<file path="config.mk">
export PLATFORM = sky130hd
export DESIGN_NAME = aes_word_loader
export DESIGN_NICKNAME = d
export VERILOG_FILES = /design/src/rtl/aes_word_loader.sv
export SDC_FILE = /design/constraint.sdc
export NUM_CORES = 1
export LEC_CHECK = 0
export CAP_MARGIN = 40
export CORE_MARGIN = 5
export CORE_UTILIZATION = 45
export CTS_BUF_LIST = sky130_fd_sc_hd__clkbuf_8 sky130_fd_sc_hd__clkbuf_16
export DETAILED_ROUTE_END_ITERATION = 8
export PLACE_DENSITY = 0.76
export SYNTH_ARGS = -nofsm -noshare
export SYNTH_HDL_FRONTEND = slang
export SYNTH_SLANG_ARGS = --single-unit
export TNS_END_PERCENT = 50
</file>
<file path="constraint.sdc">
create_clock -name AES_clk -period 5.65 [get_ports AES_clk]
set_input_delay 1.13 -clock AES_clk [delete_from_list [all_inputs] [get_ports AES_clk]]
set_output_delay 1.13 -clock AES_clk [all_outputs]
set_load 0.1 [all_outputs]
</file>
<file path="src/rtl/aes_word_loader.sv">
// aes_word_loader: packs 32-bit words into AES key/data blocks and runs the core.
// Optional key cache enabled by defining AES_LOADER_KEY_CACHE_EN.
module aes_word_loader #(
  parameter int unsigned TIMEOUT_CYCLES = 64
) (
  input  logic         AES_clk,
  input  logic         AES_rst_n,
  input  logic         in_valid,
  output logic         in_ready,
  input  logic [31:0]  in_word,
  input  logic         load_key,
  output logic         AES_en,
  output logic [127:0] AES_data_in,
  output logic [127:0] AES_key_in,
  input  logic         AES_data_out_valid,
  output logic         busy,
  output logic         timeout_err
);

  typedef enum logic [1:0] {
    IDLE,
    LOAD_KEY,
    LOAD_DATA,
    RUN
  } state_t;

  localparam logic [7:0] TMO_LAST = 8'(TIMEOUT_CYCLES - 1);

  state_t       state_q, state_d;
  logic [1:0]   wcnt_q, wcnt_d;
  logic [7:0]   cyc_q, cyc_d;
  logic         en_d;
  logic         tmo_d;
  logic [127:0] key_d, data_d;
  logic         take;
  logic         eff_key;
  logic         last_word;
  logic         tmo_hit;

  function automatic logic [127:0] put_word(
    input logic [127:0] blk,
    input logic [1:0]   idx,
    input logic [31:0]  w
  );
    logic [127:0] r;
    r = blk;
    case (idx)
      2'd0:    r[127:96] = w;
      2'd1:    r[95:64]  = w;
      2'd2:    r[63:32]  = w;
      default: r[31:0]   = w;
    endcase
    return r;
  endfunction

  assign in_ready  = (state_q != RUN);
  assign busy      = (state_q != IDLE);
  assign take      = in_valid & in_ready;
  assign last_word = (wcnt_q == 2'd3);
  assign tmo_hit   = (cyc_q == TMO_LAST);

`ifdef AES_LOADER_KEY_CACHE_EN
  logic kv_q, kv_d;

  // a block may skip the key only once a key has been captured
  assign eff_key = load_key | ~kv_q;

  always_ff @(posedge AES_clk or negedge AES_rst_n) begin
    if (!AES_rst_n) begin
      kv_q <= 1'b0;
    end else begin
      kv_q <= kv_d;
    end
  end
`else
  logic cfg_unused;

  assign cfg_unused = load_key;
  assign eff_key    = 1'b1;
`endif

  always_comb begin
    state_d = state_q;
    wcnt_d  = wcnt_q;
    cyc_d   = cyc_q;
    en_d    = AES_en;
    tmo_d   = 1'b0;
    key_d   = AES_key_in;
    data_d  = AES_data_in;
`ifdef AES_LOADER_KEY_CACHE_EN
    kv_d    = kv_q;
`endif
    unique case (state_q)
      IDLE: begin
        if (take) begin
          wcnt_d = 2'd1;
          if (eff_key) begin
            key_d   = put_word(AES_key_in, 2'd0, in_word);
            state_d = LOAD_KEY;
          end else begin
            data_d  = put_word(AES_data_in, 2'd0, in_word);
            state_d = LOAD_DATA;
          end
        end
      end
      LOAD_KEY: begin
        if (take) begin
          key_d  = put_word(AES_key_in, wcnt_q, in_word);
          wcnt_d = wcnt_q + 2'd1;
          if (last_word) begin
            state_d = LOAD_DATA;
`ifdef AES_LOADER_KEY_CACHE_EN
            kv_d    = 1'b1;
`endif
          end
        end
      end
      LOAD_DATA: begin
        if (take) begin
          data_d = put_word(AES_data_in, wcnt_q, in_word);
          wcnt_d = wcnt_q + 2'd1;
          if (last_word) begin
            state_d = RUN;
            en_d    = 1'b1;
            cyc_d   = '0;
          end
        end
      end
      RUN: begin
        // a result in the final cycle beats the timeout
        if (AES_data_out_valid) begin
          state_d = IDLE;
          en_d    = 1'b0;
          cyc_d   = '0;
        end else if (tmo_hit) begin
          state_d = IDLE;
          en_d    = 1'b0;
          tmo_d   = 1'b1;
          cyc_d   = '0;
        end else begin
          cyc_d = cyc_q + 8'd1;
        end
      end
      default: begin
        state_d = IDLE;
        en_d    = 1'b0;
        cyc_d   = '0;
        wcnt_d  = '0;
      end
    endcase
  end

  always_ff @(posedge AES_clk or negedge AES_rst_n) begin
    if (!AES_rst_n) begin
      state_q     <= IDLE;
      wcnt_q      <= '0;
      cyc_q       <= '0;
      AES_en      <= 1'b0;
      timeout_err <= 1'b0;
      AES_key_in  <= '0;
      AES_data_in <= '0;
    end else begin
      state_q     <= state_d;
      wcnt_q      <= wcnt_d;
      cyc_q       <= cyc_d;
      AES_en      <= en_d;
      timeout_err <= tmo_d;
      AES_key_in  <= key_d;
      AES_data_in <= data_d;
    end
  end

endmodule

</file>
After elaboration in Yosys (flattened, before gate mapping) --
Cells that the tools add are included. W data, S select, Z words.
Word-level totals: bits of input ports 37, output and inout bits 260, register bits after elaboration 270, word-level logic and storage cells 84
Operators by class: bitwise logic cells 3, reduce and logical (&&, ||, !) cells 20, muxes and demuxes 30, add/sub/neg operators 2, equal/unequal tests 16
Operators with widths (count):
- $mux W128 | 2
- $pmux W128 S2 | 1
- $mux W32 | 4
- $mux W8 | 4
- $reduce_and A4 Y1 | 5
- $reduce_and A3 Y1 | 6
- $mux W2 | 8
- $pmux W8 S2 | 1
- $ne A2 B2 Y1 const B | 7
- $add A8 B1 Y8 const B | 1
- $eq A2 B2 Y1 const B | 4
- $eq A8 B6 Y1 const B | 1
- $pmux W2 S4 | 1
- $reduce_bool A2 Y1 | 4
- $mux W1 | 7
- $reduce_and A6 Y1 | 1
- $eq A2 B1 Y1 const B | 2
- $logic_not A2 Y1 | 2
- $pmux W2 S2 | 1
- $ne A3 B3 Y1 const B | 1
- $reduce_or A3 Y1 | 1
- $add A2 B1 Y2 const B | 1
- $ne A2 B1 Y1 const B | 1
- $not A1 Y1 | 2
- 3 further kinds | 3

Longest topological paths before layout --
Gate-level depths: netlist of run 1.
word-level depth 5, depth in mapped cells 7, mapped depth without buffers 6

Least setup slack after synthesis of run 1 --
OpenSTA, ideal clock, no wires.
path kind reg2out, start reg state_q[0], end out in_ready, buffers on the path 0, data required time 4.520 ns, stages on the path, launching flop included 3, path slack 3.218 ns, arrival time 1.302 ns, cells stage by stage dfrtp_1 -> ha_1 -> inv_1
On the way: cells in the longest elaborated chain, start to end 1
RTL lines:
- start: declaration | RTL line 29 | state_t state_q, state_d;
- start signal: assignment | RTL line 163 | state_q <= state_d;
- $ne A2 B2 Y1 | RTL line 56 | assign in_ready = (state_q != RUN);
- end: declaration | RTL line 9 | output logic in_ready,
Every way passes these cells.

Final worst setup path of run 1 --
start reg state_q[0], end out busy
On the way: cells in the longest elaborated chain, start to end 1
RTL lines:
- $reduce_bool A2 Y1 | RTL line 57 | assign busy = (state_q != IDLE);
- end: declaration | RTL line 16 | output logic busy,
Every way passes these cells.

==> impl_metrics.ini, run 1 <==
[worst_setup_path]
start_kind = register
path_max_fanout = 4
crit_start = state_q[0]
path_cells = inv_1, ha_1, inv_1, clkdlybuf4s50_1, buf_16
rrSetupSlack_ns = 3.16
r2r_start = state_q[0]
cp-end-kind = primary output
critPathArrivalTime_ns = 2.21
r2r-end = AES_data_in[105]
path_common_cell = inv_1
crit_required_ns = 4.52
reg2reg_depth = 6
critical_path_class = reg2out
cp_slowest_cell = clkdlybuf4s50_1
cpPeakStageDelay_ns = 0.61

[finish]
regArea_sq_um = 6760
final_cell_mix = clkdlybuf4s50_1, dfrtp_1, mux2_2, buf_16, buf_8
drive_gt1_frac = 0.467
final_cells = 1539
areaGrowthSynthToFinish_pct = 94.4
num_antenna_cells = 0
post-route-util = 0.895
multi_input_area_sq_um = 3470
nets = 1253
fin_area_sq_um = 20400
n_fill_cell = 762
final_common_cell = clkdlybuf4s50_1

[place]
gp_congestion = 0.763
placed_cells = 1487
io_buffer_count = 295
placed_area_sq_um = 19400
hpwl_um = 29000

[clock_tree]
ctsHoldBuffers = 0
clkTransAtPathRegs_ns = 0.06
worstSkewPairLatency_ns = 0.54
clock_tree.root_cell = clkbuf_16
tritoncts = yes
htreeDepth = 1
cts_setup_buffers = 0
cts_buffer_depth = 3
cts_resized = 0
cts_buffers = 29
clock_sinks = 270

[timing]
rsz0062_at_grt = false
fin_skew_ns = 0.0126
timing.final.crit_share = 0.591
clock.fmax_ghz = 0.300
worst_slew_pin_slew_ns = 0.858
slew_violations = 0
finalCriticalPeriod_ns = 3.34
setup_viol = 0
slew_headroom = 0.428
hold_viol_final = 0
tns_ns = 0

[logic_synthesis]
syn_nets = 682
synth-edff-count = 0
netlist_area_sq_um = 10500
synth_cell_type_count = 37
yosys.area.top_type = dfrtp_1
ys_seq_area_frac = 0.645
synth_top_area_share = 0.645
yosys_warnings = 0
ys.flop_type = dfrtp_1
ys_seq_elements = 270
avgSynthCellArea_sq_um = 16.5
ys_top_cells_by_area = dfrtp_1, mux2_2, buf_6
async_flop_share = 1.00
synth_cells = 634

[hold_path]
min_to = AES_key_in[102]
holdPathStages = 1
worstHoldPathType = reg2reg
min_from = AES_key_in[102]

[routing]
vias_per_cell = 5.26
ant_nets = 0
wl_um = 42200
drt_iter0_drc = 508
vias = 8090
drcViolationCount = 0
dr.pass1.iters = 4
wl_per_cell_um = 27.4

[run_status]
outcome = finished clean

[job]
maxCapViolCount = 0

[global_routing]
grt_max_degree = 114
grt_pass1_vias = 9451
gr-total-overflow = 0
grt_pass1_wl_um = 64100
grt.total_usage = 0.323
antenna_found_initial = 0

[floorplanning]
dieArea_sq_um = 26400
std_cell_rows = 55
die_width_um = 163
core_sq_um = 22800
initial_core_util = 0.460
io-pin-count = 297
die_h_um = 163
==> sequential cells by signal, indices dropped and copies added (netlist names) <==
| register | count |
|---|---|
| AES_data_in | 128 |
| AES_key_in | 128 |
| cyc_q | 8 |
| state_q | 2 |
| wcnt_q | 2 |
| AES_en | 1 |
| timeout_err | 1 |
==> metrics by stage <==
| stage | setup slack, ns | hold WS, ns |
|---|---|---|
| 6_report | 2.31 | 0.496 |
| 2_1_floorplan | 3.22 | 0.466 |
| 4_1_cts | 2.30 | 0.500 |
| 5_1_grt | 2.22 | 0.519 |
| 3_5_place_dp | 2.24 | 0.483 |
| 3_3_place_gp | 2.10 | 0.469 |
==> synth_stat cells (2+ instances only) <==
master,instances
ha_1,11
xnor2_1,2
mux2_2,240
inv_1,8
buf_6,18
nand2b_1,3
buf_2,7
nand3_1,3
o21ai_0,9
nor2_1,3
and3_1,2
a211oi_1,2
nand2_2,6
nand2_1,9
a32o_1,2
and2_1,3
nor3_1,2
dfrtp_1,270
mux2_1,16
==> cell type report <==
cell class                      instances  area share
Multi-Input combinational cell        331       0.170
Clock inverter                         18      0.0108
Timing Repair Buffer                  565       0.428
Sequential cell                       270       0.332
Clock buffer                           34      0.0390
Tap cell                              313      0.0192
Inverter                                8     0.00147
==> worst max path at each step <==
stage / to / slack (ns) / cells after the start
3_3_place_gp: AES_key_in[14] / 2.10 / 4
5_1_grt: busy / 2.22 / 5
3_5_place_dp: AES_data_in[105] / 2.24 / 6
6_report: busy / 2.31 / 5
2_1_floorplan: in_ready / 3.22 / 2
4_1_cts: busy / 2.30 / 5
==> layer usage <==
metal	global-route usage	part of all wire	vias to the layer above
met5	0	0	-
met4	0.148	0.051	0
met1	0.359	0.35	4171
met2	0.603	0.55	380
li1	-	-	3408
met3	0.0539	0.053	131
==> worst max-delay path: cells and delay by family, from the launching register on <==
| family | cells | cell delay, ns |
|---|---|---|
| buffers and inverters | 4 | 1.02 |
| flip-flops | 1 | 0.41 |
| adder cells (fa/ha/maj) | 1 | 0.25 |
==> logic make-up after synthesis <==
family | after synthesis | share of synthesized area
flops | 270 | 0.645
mux | 258 | 0.277
simple gates | 40 | 0.0222
buf+inv | 33 | 0.0255
compound gates | 20 | 0.0155
fa+ha+maj | 11 | 0.0131
xor+xnor | 2 | 0.00167
Power of run 1 is left out: the tool's default activity adds up to more than one toggle a clock period on the data nets, which glitch-free logic cannot reach.
==> run 2, diff against run 1 <==
CORE_UTILIZATION = 43   (was 45)
clock period = 3 ns   (was 5.65 ns; I/O delays follow)
==> impl_metrics.ini, run 2 (synthesis gave the netlist of run 1 again) <==
[routing]
dr.pass1.iters = 4
drcViolationCount = 0
ant_nets = 0
wl_per_cell_um = 20.7
vias = 6421
wl_um = 26800
vias_per_cell = 4.96
drt_iter0_drc = 221

[worst_setup_path]
reg2reg_depth = 6
critical_path_class = reg2out
cp-end-kind = primary output
start_kind = register
crit_required_ns = 2.40
path_max_fanout = 4
critPathArrivalTime_ns = 1.68

[timing]
hold_viol_final = 0
slew_headroom = 0.481
setup_viol = 0
finalCriticalPeriod_ns = 2.28
rsz0062_at_grt = false
clock.fmax_ghz = 0.439
slew_violations = 0
worst_slew_pin_slew_ns = 0.778
fin_skew_ns = 0.00926
timing.final.crit_share = 0.760
tns_ns = 0
layout_setup_ws_ns = 0.720

[floorplanning]
core_sq_um = 24200
std_cell_rows = 57
initial_core_util = 0.434
dieArea_sq_um = 27600
io-pin-count = 297
die_h_um = 166
die_width_um = 166

[global_routing]
grt_busiest_layer = met2
met1_usage = 0.237
grt_max_degree = 97
antenna_found_initial = 0
use_met3 = 0.0590
grt_pass1_wl_um = 41700
grt.total_usage = 0.189
grt_pass1_vias = 6958
gr-total-overflow = 0
met2_usage = 0.317

[clock_tree]
worstSkewPairLatency_ns = 0.53
htreeDepth = 1
clock_sinks = 270
cts_setup_buffers = 0
cts_buffer_depth = 3
cts_buffers = 28
ctsHoldBuffers = 0
clock_tree.root_cell = clkbuf_16
cts_resized = 0
clkTransAtPathRegs_ns = 0.06
tritoncts = yes

[hold_path]
worstHoldPathType = in2async

[finish]
drive_gt1_frac = 0.594
final_common_cell = buf_4
final_cells = 1295
final_cell_mix = buf_4, dfrtp_1, mux2_2, clkdlybuf4s50_1, clkbuf_16
nets = 1004
fin_area_sq_um = 14100
num_antenna_cells = 0
largestRegisters = AES_data_in (128), AES_key_in (128), cyc_q (8)
areaGrowthSynthToFinish_pct = 34.1

[place]
placed_area_sq_um = 13200
io_buffer_count = 295
gp_congestion = 0.771
placed_cells = 1250
place_ws_ns = 0.399
hpwl_um = 18500

[job]
maxCapViolCount = 0

[run_status]
outcome = finished clean
## run 2: cell count changes in the layout (fill, tap and decap cells not counted)
| cell | before | now |
|---|---|---|
| buf_12 | 5 | 6 |
| buf_16 | 136 | 0 |
| buf_4 | 3 | 276 |
| buf_8 | 127 | 1 |
| bufinv_16 | 5 | 0 |
| clkbuf_8 | 5 | 6 |
| clkdlybuf4s50_1 | 294 | 34 |
| clkinv_4 | 1 | 0 |
| clkinvlp_4 | 3 | 0 |
| inv_1 | 13 | 14 |
## run 2: area by class of cell
class                   instances  area, sq um
flip-flops and latches        270         6760
inverters                       8         30.0
multi-input cells             331         3470
fillers                      1942        10100
well taps                     324          405
clock inverters                10         42.5
clock buffers                  35          808
repair buffers                317         2550
## run 2: stage by stage
step | hold WS [ns] | utilization
final | 0.0937 | 0.582
after global routing | 0.155 | 0.582
after CTS | 0.135 | 0.582
after detailed placement | 0.481 | 0.546
after global placement | 0.472 | 0.546
after floorplan | 0.304 | -
## run 2: critical path: stages, from the launching register on
cell,delay (ns)
dfrtp_1,0.40
inv_1,0.10
ha_1,0.25
inv_1,0.11
buf_4,0.30
## run 2: routing by layer
metal	wire (um)	vias up
li1	-	2890
met1	10900	3277
met2	13000	204
met3	2020	50
met4	872	0
met5	0	-
## run 2: final timing paths
path | slack (ns) | to | from
hold reg to reg | 0.49 | AES_data_in[99] | AES_data_in[99]
min in group AES_clk | 0.49 | AES_data_in[99] | AES_data_in[99]
max in group asynchronous | 2.11 | AES_data_in[71] | AES_rst_n
setup / recovery | 0.72 | busy | state_q[0]
setup reg to reg | 0.83 | AES_key_in[62] | state_q[0]
hold / removal | 0.09 | cyc_q[7] | AES_rst_n
Power of run 2 is left out for the same reason.
==> run 3, diff against run 2 <==
clock period = 2.05 ns   (was 3 ns; I/O delays follow)
==> impl_metrics.ini, run 3 (synthesis gave the netlist of run 1 again) <==
[worst_setup_path]
r2r_start = state_q[0]
rrSetupSlack_ns = 0.20
path_max_fanout = 6
r2r-end = cyc_q[3]
reg2reg_depth = 6
critical_path_class = reg2out
critPathArrivalTime_ns = 1.55
cp-end-kind = primary output
crit_start = state_q[0]
crit_required_ns = 1.64
start_kind = register

[finish]
final_common_cell = buf_4
final_cells = 1312
drive_gt1_frac = 0.602
nets = 1019
largestRegisters = AES_data_in (128), AES_key_in (128), cyc_q (8)
areaGrowthSynthToFinish_pct = 37.1
post-route-util = 0.595
n_fill_cell = 1868
num_antenna_cells = 0
final_cell_mix = buf_4, dfrtp_1, mux2_2, clkdlybuf4s50_1, clkbuf_16

[timing]
rsz0062_at_grt = false
timing.final.crit_share = 0.954
hold_viol_final = 0
slew_headroom = 0.674
finalCriticalPeriod_ns = 1.96
setup_viol = 0
clock.fmax_ghz = 0.511
slew_violations = 0
fin_skew_ns = 0.00750
worst_slew_pin_slew_ns = 0.490

[floorplanning]
die_width_um = 166
initial_core_util = 0.434
io-pin-count = 297
dieArea_sq_um = 27600
die_h_um = 166
core_sq_um = 24200
std_cell_rows = 57

[place]
placed_cells = 1261
hpwl_um = 18800
gp_congestion = 0.763
io_buffer_count = 295

[global_routing]
grt_max_degree = 93
grt_pass1_vias = 7185
gr-total-overflow = 0
antenna_found_initial = 0
grt_pass1_wl_um = 42100
grt.total_usage = 0.189

[clock_tree]
clock_sinks = 270
clkTransAtPathRegs_ns = 0.06
clock_tree.root_cell = clkbuf_16
worstSkewPairLatency_ns = 0.52
cts_buffer_depth = 3
htreeDepth = 1
cts_buffers = 29
tritoncts = yes

[run_status]
outcome = finished clean

[routing]
drcViolationCount = 0
vias_per_cell = 4.97
wl_per_cell_um = 20.2
dr.pass1.iters = 4
ant_nets = 0
drt_iter0_drc = 360
wl_um = 26500
vias = 6515

[job]
maxCapViolCount = 0

[hold_path]
worstHoldPathType = in2async
## run 3: changes by cell type in the layout (fill, tap and decap cells not counted), moves of 2 or more
cell / change
buf_12: +13
inv_2: +3
clkinv_2: -2
ha_1: -2
nand2_2: -2
nand2_4: +2
## run 3: worst max-delay path by stage
stage,endpoint,slack [ns],cells after the start
finish,in_ready,0.09,4
global route,in_ready,0.02,4
CTS,in_ready,0.006,4
detailed placement,AES_key_in[116],-0.06,6
global placement,AES_key_in[96],-0.04,6
floorplan,AES_key_in[65],-0.08,7
## run 3: repair_timing
action / in CTS / in global routing
hold buffers: 1 / 0
endpoints found under the setup margin: 1 / 1
gates cloned: 0 / 0
resized for setup: 1 / 1
endpoints found under the hold margin: 31 / 0
buffers inserted: 1 / 1
## run 3: per-layer routing
metal,GRT usage,routed length (um),vias up
li1,-,-,2927
met1,0.239,10800,3342
met2,0.326,13200,203
met3,0.0521,1890,43
met4,0.0481,634,0
met5,0,0,-
## run 3: critical path, cell delays in order (launching register included)
cell,delay [ns]
dfrtp_1,0.41
ha_2,0.22
buf_4,0.15
inv_2,0.07
buf_12,0.17
## run 3: layout make-up
cell class,count,area [sq um],share of cell area
inverters,8,33.8,0.00235
clock buffers,35,808,0.0562
repair buffers,331,2820,0.196
clock inverters,13,51.3,0.00357
flip-flops and latches,270,6760,0.470
well taps,324,405,0.0282
multi-input cells,331,3500,0.244
## run 3: per-stage QoR
stage	setup WS (ns)	instance area (sq um)	setup TNS [ns]	hold WS (ns)
finish	0.0946	14400	0	0.362
global route	0.0175	14400	0	0.387
CTS	0.00580	14400	0	0.347
detailed placement	-0.0552	13500	-2.58	0.322
global placement	-0.0407	13500	-1.04	0.318
floorplan	-0.0793	10500	-4.69	0.114
Power of run 3 is left out for the same reason.
